File: config.mk
export PLATFORM = sky130hd
export DESIGN_NAME = rr_index_arbiter
export DESIGN_NICKNAME = d
export VERILOG_FILES = /design/src/rtl/rr_index_arbiter_pkg.sv /design/src/rtl/rr_index_arbiter_pick.sv /design/src/rtl/rr_index_arbiter.sv
export SDC_FILE = /design/constraint.sdc
export NUM_CORES = 1
export LEC_CHECK = 0
export ABC_AREA = 1
export BUFFER_PORTS_ARGS = -buffer_cell sky130_fd_sc_hd__clkbuf_2
export CAP_MARGIN = 20
export CORE_MARGIN = 2
export CORE_UTILIZATION = 54
export CTS_CLUSTER_SIZE = 25
export DETAILED_ROUTE_END_ITERATION = 8
export GPL_TIMING_DRIVEN = 0
export HOLD_SLACK_MARGIN = 0.05
export MAX_ROUTING_LAYER = met4
export PLACE_DENSITY = 0.85
export SLEW_MARGIN = 20
export SYNTH_ARGS = -nofsm -noshare
export SYNTH_HDL_FRONTEND = slang
export SYNTH_SLANG_ARGS = --single-unit
File: constraint.sdc
create_clock -name clk -period 3.5 [get_ports clk]
set_input_delay 0.175 -clock clk [delete_from_list [all_inputs] [get_ports clk]]
set_output_delay 0.175 -clock clk [all_outputs]
set_load 0.02 [all_outputs]
File: src/rtl/rr_index_arbiter_pkg.sv
// Shared constants and state encoding for the round-robin index arbiter.
package rr_index_arbiter_pkg;

  localparam int ARB_N     = 8;
  localparam int ARB_IDX_W = 3;

  typedef enum logic {
    ST_EMPTY = 1'b0,
    ST_HELD  = 1'b1
  } arb_state_e;

endpackage

File: src/rtl/rr_index_arbiter_pick.sv
// Combinational round-robin search: first set request at or after 'start',
// wrapping modulo N, returned as a binary index.
import rr_index_arbiter_pkg::*;

module rr_pick #(
  parameter int N     = ARB_N,
  parameter int IDX_W = ARB_IDX_W
) (
  input  logic [N-1:0]     req,
  input  logic [IDX_W-1:0] start,
  output logic             any,
  output logic [IDX_W-1:0] winner
);

  logic [2*N-1:0]   w_doubled;
  logic [N-1:0]     w_rotated;
  logic [IDX_W-1:0] w_offset;
  logic             w_found;

  // Concatenating req with itself lets a plain right shift act as a rotate.
  assign w_doubled = {req, req};
  assign w_rotated = N'(w_doubled >> start);

  always_comb begin
    w_offset = '0;
    w_found  = 1'b0;
    for (int i = 0; i < N; i++) begin
      if (!w_found && w_rotated[i]) begin
        w_offset = IDX_W'(i);
        w_found  = 1'b1;
      end
    end
  end

  // N is a power of two, so the IDX_W-bit add wraps modulo N by itself.
  assign any    = |req;
  assign winner = start + w_offset;

endmodule

File: src/rtl/rr_index_arbiter.sv
// Round-robin arbiter emitting the winning requester as a binary index with a
// valid/ready handshake; the priority pointer moves only on an accepted grant.
import rr_index_arbiter_pkg::*;

module rr_index_arbiter #(
  parameter int N     = ARB_N,
  parameter int IDX_W = ARB_IDX_W
) (
  input  logic             clk,
  input  logic             reset,
  input  logic [N-1:0]     req,
  output logic             out_valid,
  input  logic             out_ready,
  output logic [IDX_W-1:0] out_idx,
  output logic [IDX_W-1:0] last_idx
);

  arb_state_e       r_state;
  arb_state_e       w_nextState;
  logic [IDX_W-1:0] r_outIdx;
  logic [IDX_W-1:0] r_lastIdx;
  logic [IDX_W-1:0] w_nextOutIdx;
  logic [IDX_W-1:0] w_nextLastIdx;
  logic [IDX_W-1:0] w_base;
  logic [IDX_W-1:0] w_start;
  logic             w_any;
  logic [IDX_W-1:0] w_winner;

  // On a handshake the just-accepted index becomes the new pointer, so the
  // same-edge re-search starts after out_idx rather than after last_idx.
  assign w_base  = (r_state == ST_HELD) ? r_outIdx : r_lastIdx;
  assign w_start = w_base + IDX_W'(1);

  rr_pick #(
    .N     (N),
    .IDX_W (IDX_W)
  ) u_pick (
    .req    (req),
    .start  (w_start),
    .any    (w_any),
    .winner (w_winner)
  );

  always_comb begin
    w_nextState   = r_state;
    w_nextOutIdx  = r_outIdx;
    w_nextLastIdx = r_lastIdx;
    if (r_state == ST_EMPTY) begin
      if (w_any) begin
        w_nextState  = ST_HELD;
        w_nextOutIdx = w_winner;
      end
    end else if (out_ready) begin
      w_nextLastIdx = r_outIdx;
      if (w_any) begin
        w_nextOutIdx = w_winner;
      end else begin
        w_nextState = ST_EMPTY;
      end
    end
  end

  always_ff @(posedge clk) begin
    if (reset) begin
      r_state   <= ST_EMPTY;
      r_outIdx  <= '0;
      r_lastIdx <= IDX_W'(N - 1);
    end else begin
      r_state   <= w_nextState;
      r_outIdx  <= w_nextOutIdx;
      r_lastIdx <= w_nextLastIdx;
    end
  end

  assign out_valid = (r_state == ST_HELD);
  assign out_idx   = r_outIdx;
  assign last_idx  = r_lastIdx;

endmodule

== After elaboration in Yosys (flattened, before gate mapping) ==
Cells that the tools add are included.
Operators by class
  add/subtract/negate cells: 2
  equality and inequality tests: 1
  shift-type cells: 1
  multiplexer cells: 21
  reduce and logical (&&, ||, !) cells: 16
Operators with widths (number)
  $mux W3: 8
  $shr A16 B3 Y8: 1
  $mux W1: 11
  $reduce_or A8 Y1: 1
  $logic_and A1 B1 Y1: 7
  $logic_not A1 Y1: 7
  $mux W2: 2
  $add A3 B1 Y3 const B: 1
  $add A3 B3 Y3: 1
  $ne A2 B2 Y1 const B: 1
  $reduce_and A2 Y1: 1
Storage, ports and cells
  bits in registers: 7
  output and inout port bits: 7
  word-level logic and storage cells: 44

== Depth between registers and ports, before layout ==
  depth in word-level cells: 29
  depth in mapped cells: 25

== Modules after synthesis ==
From an unflattened synthesis, not the netlist that was laid out.
Second synthesis, totals
  cells, all modules: 148
  area total of the unflattened synthesis: 969.7 µm²
Modules (own cells, without submodules)
  rr_pick: times used 1, cells each 100, area an instance 645.6 µm²
  rr_index_arbiter: times used 1, cells each 48, area an instance 324.1 µm²

== Least setup slack after synthesis ==
No wires, ideal clock.
  path type: register to register
  from: reg r_state, in the netlist out_valid
  to: reg r_outIdx[2], in the netlist out_idx[2]
  setup time: 0.109 ns
  arrival: 3.158 ns
  data required time: 3.391 ns
  setup slack: 0.233 ns
  cell stages (with the launch flop): 25
  clock period less this slack: 3.267 ns
  cell sequence: dfxtp_1 buf_6 inv_6 nand2_8 nand2_8 ha_1 buf_2 inv_2 nand3_1 nand3_1 nand2_2 nor2_2 nand2_2 nor2_4 nand4_2 o211ai_1 ha_1 inv_1 fa_1 xnor2_1 inv_1 nand2_1 nand3_1 nand2_1 inv_1
Between the ends
  longest elaborated chain between the ends: 29
Ends and longest elaborated chain
  start: declaration: line rr_index_arbiter.sv:18  | arb_state_e r_state;
  start signal: assignment: line rr_index_arbiter.sv:69  | r_state <= w_nextState;
  $mux W3: line rr_index_arbiter.sv:31  | assign w_base = (r_state == ST_HELD) ? r_outIdx : r_lastIdx;
  $add A3 B1 Y3: line rr_index_arbiter.sv:32  | assign w_start = w_base + IDX_W'(1);
  $shr A16 B3 Y8: line rr_index_arbiter_pick.sv:22  | assign w_rotated = N'(w_doubled >> start);
  $mux W1: line rr_index_arbiter_pick.sv:28  | if (!w_found && w_rotated[i]) begin
  $logic_not A1 Y1: line rr_index_arbiter_pick.sv:28
  $logic_and A1 B1 Y1: line rr_index_arbiter_pick.sv:28
  $mux W1: line rr_index_arbiter_pick.sv:28
  $logic_not A1 Y1: line rr_index_arbiter_pick.sv:28
  (+13 left out)
  $mux W1: line rr_index_arbiter_pick.sv:28
  $logic_not A1 Y1: line rr_index_arbiter_pick.sv:28
  $logic_and A1 B1 Y1: line rr_index_arbiter_pick.sv:28
  $mux W3: line rr_index_arbiter_pick.sv:28
  $add A3 B3 Y3: line rr_index_arbiter_pick.sv:37  | assign winner = start + w_offset;
  $mux W3: line rr_index_arbiter.sv:49, rr_index_arbiter.sv:55
  $mux W3: line rr_index_arbiter.sv:53  | end else if (out_ready) begin
  $mux W3: line rr_index_arbiter.sv:48  | if (r_state == ST_EMPTY) begin
  end signal: assignment: line rr_index_arbiter.sv:70  | r_outIdx <= w_nextOutIdx;
  end: declaration: line rr_index_arbiter.sv:20  | logic [IDX_W-1:0] r_outIdx;
Parallel ways exist; a longest one is shown, timed or not. The select of a mux whose other input is x is not followed.
A chain may end at the register's enable or synchronous reset.

== Final worst setup path ==
Same ends and word-level chain as after synthesis.

==> flow_metrics.tcl <==
set metrics [dict create \
    syn_area_per_cell_um2 6.42 \
    grt_max_degree 11 \
    tns_ns 0 \
    fin_crit_sh_pct 93.7 \
    yosysTopAreaCell "nand3_1" \
    irDropWorstVdd_uv 467 \
    synth_top_area_share_pct 20.6 \
    yosysSeqAreaShare_pct 14.8 \
    numPortBuffers 17 \
    synth-main-ff-cell "dfxtp_1" \
    synthTopCellsByCount "nand3_1, nand2_1, inv_1" \
    synth.distinct_cells 28 \
    cp_cell_sequence "buf_6 > buf_4 > nand2_1 > nand2_1 > ha_1 > buf_4 > inv_8 > nand3_2 > nand3_1 > nand2_2 > nor2_2 > nand2_2 > nor2_4 > nand4_2 > o211ai_1 > ha_1 > inv_1 > fa_2 > xnor2_2 > inv_1 > nand2_1 > nand3_1 > nand2_1 > inv_1" \
    grt_pass1_wl_um 3950 \
    ant_nets 0 \
    leakage_nw 0.589 \
    fin_nets 186 \
    synthCells 148 \
    slew_viol_final 0 \
    worst_pin_slew_ns 0.488 \
    syn_to_final_growth_pct 18.2 \
    period_needed_ns 3.28 \
    grt_usage_pct 25.8 \
    grt_pass1_vias 986 \
    drcViolationCount 0 \
    clkLatencyLatePin_ns 0.26 \
    insertedDiodeCount 0 \
    cp_slowest_cell "fa_2" \
    dieArea_um2 2110 \
    routed_wl_um 2440 \
    synth_nets 162 \
    design_area_um2 1120 \
    clkTransAtPathRegs_ns 0.05 \
    dr.first_iter.drc_count 29 \
    hold_class "input port to flop" \
    cpPeakStageDelay_ns 0.35 \
    setup_viol 0 \
    synth_area_leaders "nand3_1, dfxtp_1, nand2_1, nand2_2, inv_1" \
    core_um2 1690 \
    pin_count 18 \
    ctsLongestPathBuffers 2 \
    start_util_pct 56.2 \
    fin_skew_ns 0.00352 \
    die_h_um 45.9 \
    synth_most_common_cell "nand3_1" \
    max_clock_freq_mhz 305 \
    path_max_fanout 10 \
    fp.dieW_um 45.9 \
    layout-drive-gt1-share_pct 32.7 \
    avgRoutedWirePerCell_um 13.0 \
    cp.arrival_ns 3.44 \
    cts_sinks 7 \
    ys_warn_count 0 \
    root_buffer "clkbuf_4" \
    crit_family "simple AND/OR/NAND/NOR gates" \
    place_congestion 0.882 \
    relSlewSlack_pct 67.1 \
    hpwl_um 1950 \
    required_ns 3.66 \
    hold_viol 0 \
    ys_ff_latch 7 \
    via_count 1111 \
    pwr_density_cell_nw_per_um2 742 \
    vias_per_cell 5.91 \
    crit_buf_inv 7 \
    holdWs_ns 0.165 \
    firstDrtPassIters 4 \
    gr-total-overflow 0 \
    cts_buffers 3 \
    start_kind "flop" \
    critical_path_class "flop to flop" \
    synth_edf_count 0 \
    cts_hold_buffers 0 \
    worstSetupEndpointType "flop" \
    row_count 15 \
    async_reset_ff_share_pct 0 \
    placed_cell_area_um2 1060 \
    htree_num_levels 1 \
    maxCapViolations 0 \
    antenna_found_initial 0 \
    cts_tree "built" \
    cpMostUsedCell "nand2_1" \
    synth_area_um2 950 \
    status "finished clean" \
]
[flip-flops by register name (all words and copies together) (netlist names)]
register and flops:
last_idx 3, out_idx 3, out_valid 1
[path summary, 6_finish.rpt]
| check | from | end | slack, ns | cells after the start |
|---|---|---|---|---|
| max | out_valid | out_idx[2] | 0.22 | 24 |
| min | reset | out_valid | 0.17 | 2 |
| max reg2reg | out_valid | out_idx[2] | 0.22 | 24 |
| min reg2reg | out_idx[0] | out_idx[0] | 0.53 | 2 |
[cell type report]
type                            instances  area (um^2)
Clock buffer                            4         26.3
Sequential cell                         7          140
Fill cell                             150          567
Tap cell                               17         21.3
Multi-Input combinational cell        120          724
Inverter                               18         80.1
Timing Repair Buffer                   19          100
Buffer                                  3         30.0
[report_power, final]
part	switching (mW)	total [mW]	internal, mW
sequential	0.0234	0.124	0.101
combinational	0.401	0.634	0.233
clock	0.0314	0.0750	0.0436
[layout by cell type (no fill, tap or decap), types with 2 or more instances in the layout]
master / netlist / layout
nand2_1: 33 / 33
a21oi_1: 4 / 4
buf_4: 0 / 3
clkbuf_4: 0 / 3
nor2_4: 2 / 2
dfxtp_1: 7 / 7
nand3_1: 39 / 38
ha_1: 2 / 2
nor4_1: 2 / 2
o211ai_1: 2 / 2
clkbuf_2: 0 / 17
buf_6: 2 / 2
nand3_2: 3 / 4
o21ai_0: 5 / 5
a31oi_1: 2 / 2
inv_2: 3 / 2
nand2_2: 12 / 12
nor2_1: 2 / 2
nand2_8: 2 / 2
nand2_4: 2 / 2
inv_1: 14 / 14
[per-stage QoR]
step | util [%] | setup slack [ns] | total power [mW] | std cells
floorplan | - | 0.233 | 0.598 | 148
detailed placement | 62.5 | -0.00464 | 0.721 | 182
global route | 66.4 | -0.00103 | 0.913 | 188
global placement | 62.5 | 0.145 | 0.691 | 182
finish | 66.4 | 0.220 | 0.833 | 188
CTS | 64.2 | 0.0384 | 0.801 | 186
[logic make-up after synthesis]
group,count (synthesis),synth area share (%)
AO/OA/AOI/OAI,17,11.3
XOR/XNOR,1,0.922
adder cells (fa/ha/maj),3,4.74
buffers and inverters,21,10.5
flip-flops,7,14.8
AND/OR/NAND/NOR,99,57.7
[metal layers]
layer	global-route usage, %	part of all wire [%]
met1	30.4	42
met2	44.2	52
met3	3.17	4.0
met4	9.71	1.9
met5	-	0
[timing repair]
item	4_1_cts	5_1_grt
pin swaps	0	1
setup buffers	0	2
gates resized for setup	1	7
endpoints found under the setup margin	1	1
Power figures use the tool's default switching activity.
